<file path="src/rtl/seg_pkg.sv">
// Shared types and constants for the multiplexed 7-segment scanner.
// Glyphs are active-low {g,f,e,d,c,b,a}.
package seg_pkg;

  typedef enum logic [1:0] {IDLE, BLANK, SHOW} scan_state_e;

  localparam logic [6:0] SEG_OFF = 7'h7F;
  localparam logic [7:0] AN_OFF  = 8'hFF;

  // Indexed by nibble value; entry 15 (F) is leftmost.
  localparam logic [15:0][6:0] HEX_GLYPHS = {
    7'h0E, 7'h06, 7'h21, 7'h46, 7'h03, 7'h08, 7'h10, 7'h00,
    7'h78, 7'h02, 7'h12, 7'h19, 7'h30, 7'h24, 7'h79, 7'h40
  };

endpackage

</file>
<file path="src/rtl/seg_hex_decode.sv">
// Combinational hex nibble to active-low 7-segment glyph.
module seg_hex_decode
  import seg_pkg::*;
(
  input  logic [3:0] nibble_i,
  output logic [6:0] glyph_o
);

  always_comb begin
    glyph_o = HEX_GLYPHS[nibble_i];
  end

endmodule

</file>
<file path="src/rtl/seg_scan_controller.sv">
// Scans NUM_DIGITS common-anode digits over one shared active-low segment bus,
// with a blanking guard per slot and a per-frame input snapshot.
module seg_scan_controller
  import seg_pkg::*;
#(
  parameter int unsigned CLK_HZ     = 100_000_000,
  parameter int unsigned SCAN_HZ    = 8_000,
  parameter int unsigned BLANK_CYC  = 64,
  parameter int unsigned NUM_DIGITS = 8
) (
  input  logic                    clk,
  input  logic                    reset,
  input  logic                    en,
  input  logic [4*NUM_DIGITS-1:0] digits_i,
  input  logic [NUM_DIGITS-1:0]   digit_en_i,
  input  logic [NUM_DIGITS-1:0]   dp_i,
  output logic [6:0]              seg,
  output logic                    dp,
  output logic [7:0]              AN,
  output logic                    frame_done
);

  localparam int unsigned SLOT  = CLK_HZ / SCAN_HZ;
  localparam int unsigned CNT_W = (SLOT > 1) ? $clog2(SLOT) : 1;
  localparam int unsigned IDX_W = (NUM_DIGITS > 1) ? $clog2(NUM_DIGITS) : 1;

  localparam logic [CNT_W-1:0] BLANK_LAST = CNT_W'(BLANK_CYC - 1);
  localparam logic [CNT_W-1:0] SLOT_LAST  = CNT_W'(SLOT - 1);
  localparam logic [IDX_W-1:0] IDX_LAST   = IDX_W'(NUM_DIGITS - 1);

  scan_state_e              state_q, state_d;
  logic [CNT_W-1:0]         slot_cnt_q, slot_cnt_d;
  logic [IDX_W-1:0]         idx_q, idx_d;
  logic                     snap_load;
  logic [4*NUM_DIGITS-1:0]  snap_digits_q, snap_digits_d;
  logic [NUM_DIGITS-1:0]    snap_en_q, snap_en_d;
  logic [NUM_DIGITS-1:0]    snap_dp_q, snap_dp_d;
  logic [7:0]               an_q, an_d;
  logic [6:0]               seg_q, seg_d;
  logic                     dp_q, dp_d;
  logic                     frame_done_q, frame_done_d;
  logic [3:0]               dec_nibble;
  logic [6:0]               dec_glyph;

  always_ff @(posedge clk or negedge reset) begin
    if (!reset) state_q <= IDLE;
    else        state_q <= state_d;
  end

  always_comb begin
    state_d      = state_q;
    slot_cnt_d   = slot_cnt_q;
    idx_d        = idx_q;
    snap_load    = 1'b0;
    frame_done_d = 1'b0;
    case (state_q)
      IDLE: begin
        if (en) begin
          state_d    = BLANK;
          slot_cnt_d = '0;
          idx_d      = '0;
          snap_load  = 1'b1;
        end
      end
      BLANK: begin
        if (!en) begin
          state_d    = IDLE;
          slot_cnt_d = '0;
          idx_d      = '0;
        end else begin
          slot_cnt_d = slot_cnt_q + 1'b1;
          if (slot_cnt_q == BLANK_LAST) state_d = SHOW;
        end
      end
      SHOW: begin
        if (!en) begin
          state_d    = IDLE;
          slot_cnt_d = '0;
          idx_d      = '0;
        end else if (slot_cnt_q == SLOT_LAST) begin
          state_d    = BLANK;
          slot_cnt_d = '0;
          if (idx_q == IDX_LAST) begin
            idx_d        = '0;
            snap_load    = 1'b1;
            frame_done_d = 1'b1;
          end else begin
            idx_d = idx_q + 1'b1;
          end
        end else begin
          slot_cnt_d = slot_cnt_q + 1'b1;
        end
      end
      default: begin
        state_d    = IDLE;
        slot_cnt_d = '0;
        idx_d      = '0;
      end
    endcase
  end

  always_comb begin
    snap_digits_d = snap_load ? digits_i   : snap_digits_q;
    snap_en_d     = snap_load ? digit_en_i : snap_en_q;
    snap_dp_d     = snap_load ? dp_i       : snap_dp_q;
  end

  assign dec_nibble = snap_digits_d[{idx_d, 2'b00} +: 4];

  seg_hex_decode u_dec (
    .nibble_i (dec_nibble),
    .glyph_o  (dec_glyph)
  );

  // Pins are driven from next-cycle state so every output is a flop yet tracks state_q.
  always_comb begin
    an_d  = AN_OFF;
    seg_d = SEG_OFF;
    dp_d  = 1'b1;
    if (state_d == SHOW) begin
      if (snap_en_d[idx_d]) an_d[idx_d] = 1'b0;
      seg_d = dec_glyph;
      dp_d  = ~snap_dp_d[idx_d];
    end
  end

  always_ff @(posedge clk or negedge reset) begin
    if (!reset) begin
      slot_cnt_q    <= '0;
      idx_q         <= '0;
      snap_digits_q <= '0;
      snap_en_q     <= '0;
      snap_dp_q     <= '0;
      an_q          <= AN_OFF;
      seg_q         <= SEG_OFF;
      dp_q          <= 1'b1;
      frame_done_q  <= 1'b0;
    end else begin
      slot_cnt_q    <= slot_cnt_d;
      idx_q         <= idx_d;
      snap_digits_q <= snap_digits_d;
      snap_en_q     <= snap_en_d;
      snap_dp_q     <= snap_dp_d;
      an_q          <= an_d;
      seg_q         <= seg_d;
      dp_q          <= dp_d;
      frame_done_q  <= frame_done_d;
    end
  end

  assign AN         = an_q;
  assign seg        = seg_q;
  assign dp         = dp_q;
  assign frame_done = frame_done_q;

endmodule

</file>
<file path="config.mk">
export PLATFORM = sky130hd
export DESIGN_NAME = seg_scan_controller
export DESIGN_NICKNAME = d
export VERILOG_FILES = /design/src/rtl/seg_pkg.sv /design/src/rtl/seg_hex_decode.sv /design/src/rtl/seg_scan_controller.sv
export SDC_FILE = /design/constraint.sdc
export NUM_CORES = 1
export LEC_CHECK = 0
export ABC_AREA = 1
export ABC_CLOCK_PERIOD_IN_PS = 3300
export CORE_MARGIN = 2
export CORE_UTILIZATION = 55
export CTS_CLUSTER_SIZE = 24
export DETAILED_ROUTE_END_ITERATION = 8
export PLACE_DENSITY = 0.78
export SLEW_MARGIN = 10
export SYNTH_ARGS = -nofsm -noshare
export SYNTH_HDL_FRONTEND = slang
export SYNTH_HIERARCHICAL = 1
export SYNTH_SLANG_ARGS = --single-unit
</file>
<file path="constraint.sdc">
create_clock -name clk -period 3.3 [get_ports clk]
set_input_delay 0.66 -clock clk [delete_from_list [all_inputs] [get_ports clk]]
set_output_delay 0.66 -clock clk [all_outputs]
set_load 0.005 [all_outputs]
</file>
==> results by group, run 1 <==
Synth
  – Count leader, synth: nand2_1
  – Ys async rst share: 100%
  – Synth area leader: dfrtp_1
  – Most instantiated cells after synthesis: nand2_1 (258), inv_1 (73), dfrtp_1 (68)
  – Synth unique cells: 33
  – Post-synth EDFFs: 0
  – Syn. warnings: 6
  – Per-instance average area after synthesis: 7.60 um2
  – Synth area leaders: dfrtp_1 (37%), nand2_1 (21%), dfstp_2 (9.1%)
  – Syn Nets: 670
  – Sequential fraction of the synthesis area: 46.1%
  – Synth top area share: 37.0%
  – Synthesized cell area: 0.00460 mm2
  – Primary FF master, synth: dfrtp_1
  – Flops & latches, synth: 84
  – Mapped Cells: 605

Setup path
  – Crit Path Category: input port to flop
  – R2R depth: 22
  – Worst path arrival time: 3.23 ns
  – Critical-path maximum fanout: 9
  – CP Launch Type: input port
  – Data required, critical path: 3.61 ns
  – Crit end category: flop

Detailed routing
  – ANT nets after route: 0
  – DRC: 0
  – 1st-iter DRT viols: 134
  – Via count: 4,050
  – First-pass iteration count of the detailed router: 5
  – Wirelength per Cell: 13.0 um
  – Total wire length: 10,300 um
  – Via density: 5.08

Timing
  – Tcrit/Tclk final: 88.7%
  – Unrepaired setup endpoints after global routing: no
  – Max Slew Vio Count: 0
  – Final setup fails: 0
  – Highest Clock Rate: 0.342 GHz
  – Worst Tran Pin Value: 1.05 ns
  – Final-report hold violation count: 0
  – Hold slack: 0.456 ns
  – Worst Skew: 0.00975 ns
  – Fin Setup TNS: 0 ns
  – Slew margin rel.: 30.0%
  – Fin crit period: 2.93 ns

CTS
  – Clock buffer depth: 2
  – Post_cts resized: 0
  – CTS tree: built
  – Htree depth: 3
  – CTS buffer count: 9
  – Clock sink total: 84
  – CTS root buffer: clkbuf_8
  – Latest clock arrival within the worst-skew pair: 0.35 ns
  – Post-CTS Setup Repair Bufs: 0
  – Hold-fix buffers, CTS: 0
  – Reg clk slew, reported paths: 0.09 ns

Floorplan
  – Die Ht: 95.4 um
  – Core ar.: 0.00818 mm2
  – Ports: 68
  – Die Area: 0.00911 mm2
  – # rows: 33
  – Starting Density: 56.2%
  – Chip Width: 95.4 um

Layout
  – Ant diodes: 0
  – Net count, final: 752
  – Final non-filler cell total: 797
  – Ratio of cells with drive above 1 in the final layout: 14.3%
  – Area Overhead vs Synth: 23.6%

Global route
  – GRT Total Usage: 24.4%
  – Vias in the first global route: 3,799
  – Initial antenna violation count: 0
  – Pin count of the biggest net entering global routing: 85
  – Grt ovf: 0
  – First-pass GRT wire length: 17,300 um

Place
  – Placed cell count: 781
  – Post-DP HPWL: 7630 um
  – Port buffer count: 67
  – Global placement routability congestion: 0.955

Run
  – Max-cap violations: 0

Pwr
  – Leakage Power: 2.91 nW
  – Overall power: 3.53 mW
  – PwrDens: 622 mW/mm2
  – Max VDD drop: 364 uV

Outcome
  – Outcome: complete, no violations

Worst hold path
  – Hold WC Path Type: input port to asynchronous set/reset pin
## logic make-up after synthesis
logic type | count (synthesis) | share of synthesized area [%]
xor+xnor | 1 | 0.191
buf+inv | 96 | 8.87
fa+ha+maj | 14 | 3.81
simple gates | 374 | 36.6
flops | 84 | 46.1
compound gates | 36 | 4.38
## power by group
part           switching (mW)  total [mW]  internal (mW)
Sequential             0.0867        1.40           1.32
Clock                   0.376       0.821          0.445
Combinational           0.830        1.31          0.477
Total                    1.29        3.53           2.24
## metrics by stage
stage	cell area [um2]	setup slack, ns	util (%)
2_1_floorplan	4600	0.732	-
3_3_place_gp	5460	0.124	66.7
3_5_place_dp	5460	0.0324	66.7
4_1_cts	5680	0.393	69.5
5_1_grt	5680	0.102	69.5
6_report	5680	0.374	69.5
## per-layer routing
layer  share of wire, %  track usage, %  wire length, um  vias up
li1                   -               -                -     2015
met1                 45            33.1             4670     1883
met2                 47            39.3             4890      128
met3                5.0            3.64              520       24
met4                2.3            10.5              242        0
met5                  0               0                0        -
## registers in the layout, indices dropped and copies added, names as in the netlist
register and flops:
dp 1, state_q 2, snap_en_q 8, seg 7, snap_digits_q 32, snap_dp_q 8
AN 8, idx_q 3, slot_cnt_q 14, frame_done 1
## final cells by class
cell class / instances / area (um2)
sequential: 84 / 2120
tap: 105 / 131
clock inverter: 6 / 87.6
inverter: 79 / 297
multi-input combinational: 425 / 2070
timing repair buffer: 88 / 838
fill: 661 / 2490
clock buffer: 10 / 138
## placed cells by master (no fill, tap or decap), types with 2 or more instances in the layout
cell | synthesis | routed
nand3b_1 | 4 | 4
dfrtp_1 | 68 | 68
a21oi_1 | 5 | 5
ha_1 | 14 | 14
clkinvlp_4 | 0 | 3
inv_2 | 6 | 6
nor2_4 | 6 | 6
buf_4 | 4 | 21
nand3_1 | 32 | 32
nand4_1 | 9 | 9
nor3_1 | 5 | 5
nand2_4 | 6 | 6
nand2_2 | 19 | 19
o21ai_1 | 4 | 4
clkbuf_8 | 0 | 10
o21ai_0 | 19 | 19
clkdlybuf4s50_1 | 0 | 66
dfstp_2 | 16 | 16
nand2_1 | 258 | 258
bufinv_16 | 0 | 2
nor2_1 | 28 | 28
nor2_2 | 4 | 4
a31oi_1 | 2 | 2
inv_1 | 73 | 73
## critical path: stages
cell and delay (ns):
clkdlybuf4s50_1 0.52, nand2_1 0.09, inv_2 0.14, nand4_4 0.13, nand2_4 0.11, inv_2 0.09
buf_4 0.16, nand2_1 0.06, nand2_1 0.08, nand2_1 0.07, nand2_1 0.05, nand2_1 0.06
nand4_1 0.21, inv_1 0.22, ha_1 0.28, nand2_1 0.07, nand3_1 0.07, nand2_1 0.07
inv_1 0.04, nand2_1 0.05
## path summary, 6_finish.rpt
path	start	endpoint	slack, ns
setup / recovery	en	seg[3]$_DFF_PN1_	0.37
hold / removal	reset	slot_cnt_q[8]$_DFFE_PN0P_	0.46
setup reg to reg	slot_cnt_q[0]$_DFFE_PN0P_	seg[3]$_DFF_PN1_	0.41
hold reg to reg	snap_dp_q[6]$_DFF_PN0_	snap_dp_q[6]$_DFF_PN0_	0.47
max in group asynchronous	reset	snap_digits_q[0]$_DFF_PN0_	2.13
min in group clk	snap_dp_q[6]$_DFF_PN0_	snap_dp_q[6]$_DFF_PN0_	0.47
Note: power is estimated with default switching activity, not from simulation.
==> run 2, diff against run 1 <==
ABC_CLOCK_PERIOD_IN_PS = 3600   (was 3300)
CORE_UTILIZATION = 59   (was 55)
PLACE_DENSITY = 0.83   (was 0.78)
SKIP_CTS_REPAIR_TIMING = 1   (was default)
clock period = 3.6 ns   (was 3.3 ns; I/O delays follow)
==> run 2 against run 1 <==
Clock skew up 0.0038 ns. Final cell count fell by 1.6%. Routed wire length up 0.93%. Critical path type unchanged. First-iteration DRC count increased by 55%. Worst hold slack gained 0.020 ns. Count of clock-buffer cells in the layout down 1. Power is 8.2% lower. Clock power is 7.4% lower. Non-clock buffer count down 10. Die area decreased by 6.5%. Critical path depth decreased by 1.
==> results by group, run 2 (synthesis gave the netlist of run 1 again) <==
Detailed routing
  – ANT nets after route: 0
  – Via count: 4,009
  – DRC: 0
  – 1st-iter DRT viols: 208
  – First-pass iteration count of the detailed router: 4
  – Wirelength per Cell: 13.3 um
  – Via density: 5.11
  – Total wire length: 10,400 um

Global route
  – Initial antenna violation count: 0
  – Pin count of the biggest net entering global routing: 85
  – First-pass GRT wire length: 17,600 um
  – Vias in the first global route: 3,938
  – Grt ovf: 0
  – GRT Total Usage: 26.1%

Place
  – Setup slack at placement: -0.146 ns
  – Port buffer count: 67
  – DP Area: 0.00538 mm2
  – Post-DP HPWL: 7590 um
  – Global placement routability congestion: 0.954
  – Placed cell count: 768

Floorplan
  – Starting Density: 60.1%
  – Die Area: 0.00852 mm2
  – Chip Width: 92.3 um
  – Ports: 68
  – # rows: 32
  – Core ar.: 0.00765 mm2
  – Die Ht: 92.3 um

Timing
  – Worst Tran Pin Value: 1.05 ns
  – Slew margin rel.: 30.2%
  – Setup slack after layout: 0.327 ns
  – Max Slew Vio Count: 0
  – Highest Clock Rate: 0.306 GHz
  – Final setup fails: 0
  – Final-report hold violation count: 0
  – Fin crit period: 3.27 ns
  – Tcrit/Tclk final: 90.9%
  – Worst Skew: 0.0135 ns
  – Unrepaired setup endpoints after global routing: no
  – Hold slack: 0.476 ns
  – Fin Setup TNS: 0 ns

Layout
  – Max reg flops: 32
  – Fin util: 73.3%
  – Ant diodes: 0
  – Largest Register: snap_digits_q
  – Biggest regs: snap_digits_q (32), slot_cnt_q (14)
  – Net count, final: 742
  – Design Area, Final: 0.00560 mm2
  – Area Overhead vs Synth: 21.9%
  – Ratio of cells with drive above 1 in the final layout: 13.2%
  – Most frequent cells in the layout: nand2_1 (258), inv_1 (73), dfrtp_1 (68)
  – Final non-filler cell total: 784
  – Most common cell after layout, fill and taps aside: nand2_1
  – Fillers: 572

Setup path
  – Crit Path Category: input port to flop
  – Slowest stage cell, crit path: clkdlybuf4s50_1
  – Flop2flop setup slack: 0.49 ns
  – Max stage delay on crit path: 0.53 ns
  – Crit end category: flop
  – Crit. Startpoint: en
  – Critical-path maximum fanout: 25
  – RR Startpoint: state_q[0]$_DFF_PN0_
  – CP Launch Type: input port
  – Crit path top cell by count: nand2_1
  – Worst path arrival time: 3.58 ns
  – CP Cell Sequence: clkdlybuf4s50_1 -> nand2_1 -> inv_2 -> nand4_4 -> nand2_4 -> buf_4 -> nand2_1 -> nand2_1 -> nand2_1 -> nand2_1 -> nand2_1 -> nand4_1 -> inv_1 -> ha_1 -> nand2_1 -> nand3_1 -> nand2_1 -> inv_1 -> nand2_1
  – Data required, critical path: 3.91 ns

Run
  – Max-cap violations: 0

Pwr
  – Reg power frac: 39.6%
  – Overall power: 3.24 mW
  – Clock power frac: 23.4%
  – PwrDens: 579 mW/mm2
  – Max VDD drop: 431 uV
  – Internal power: 2.01 mW
  – Leakage Power: 2.86 nW
  – Switch Pwr: 1.23 mW
  – Sw Ratio: 37.9%
  – Comb pwr share: 36.9%

CTS
  – Htree depth: 3
  – Clock buffer depth: 2
  – Reg clk slew, reported paths: 0.09 ns
  – Clock sink total: 84
  – CTS tree: built
  – CTS buffer count: 9
  – CTS root buffer: clkbuf_8
  – Latest clock arrival within the worst-skew pair: 0.36 ns

Worst hold path
  – Critical hold path startpoint: snap_digits_q[14]$_DFF_PN0_
  – Hold WC Path Type: flop to flop

Outcome
  – Outcome: complete, no violations
==> run 2: layer usage <==
metal | vias to the layer above | wire length (um) | global-route usage [%]
met2 | 112 | 5130 | 44.7
met4 | 0 | 227 | 10.4
met5 | - | 0 | 0
li1 | 1987 | - | -
met1 | 1889 | 4610 | 33.5
met3 | 21 | 451 | 3.53
==> run 2: power by group through the flow <==
stage                     Sequential, mW  Combinational (mW)  Clock [mW]
after floorplan                     1.28               0.871           0
after global placement              1.29                1.12           0
after detailed placement            1.30                1.17           0
after CTS                           1.29                1.19       0.757
after global routing                1.31                1.37       0.802
final                               1.29                1.20       0.760
==> run 2: final timing paths <==
check / endpoint / cells past startpoint
min: snap_digits_q[14]$_DFF_PN0_ / 2
max in group asynchronous: idx_q[0]$_DFF_PN0_ / 1
max: seg[3]$_DFF_PN1_ / 19
min reg2reg: snap_digits_q[14]$_DFF_PN0_ / 2
min in group asynchronous: slot_cnt_q[11]$_DFFE_PN0P_ / 1
max reg2reg: seg[3]$_DFF_PN1_ / 20
==> run 2: layout make-up <==
class	instances	area (um2)	share of cell area, %
clock inverters	7	100	1.79
repair buffers	78	763	13.6
clock buffers	9	124	2.21
flip-flops and latches	84	2120	37.9
inverters	79	297	5.29
multi-input cells	425	2070	37.0
well taps	102	128	2.28
==> run 2: worst max-delay path, delay by kind of cell <==
kind	cells	cell delay, ns
fa+ha+maj	1	0.34
simple gates	13	1.34
buf+inv	5	1.18
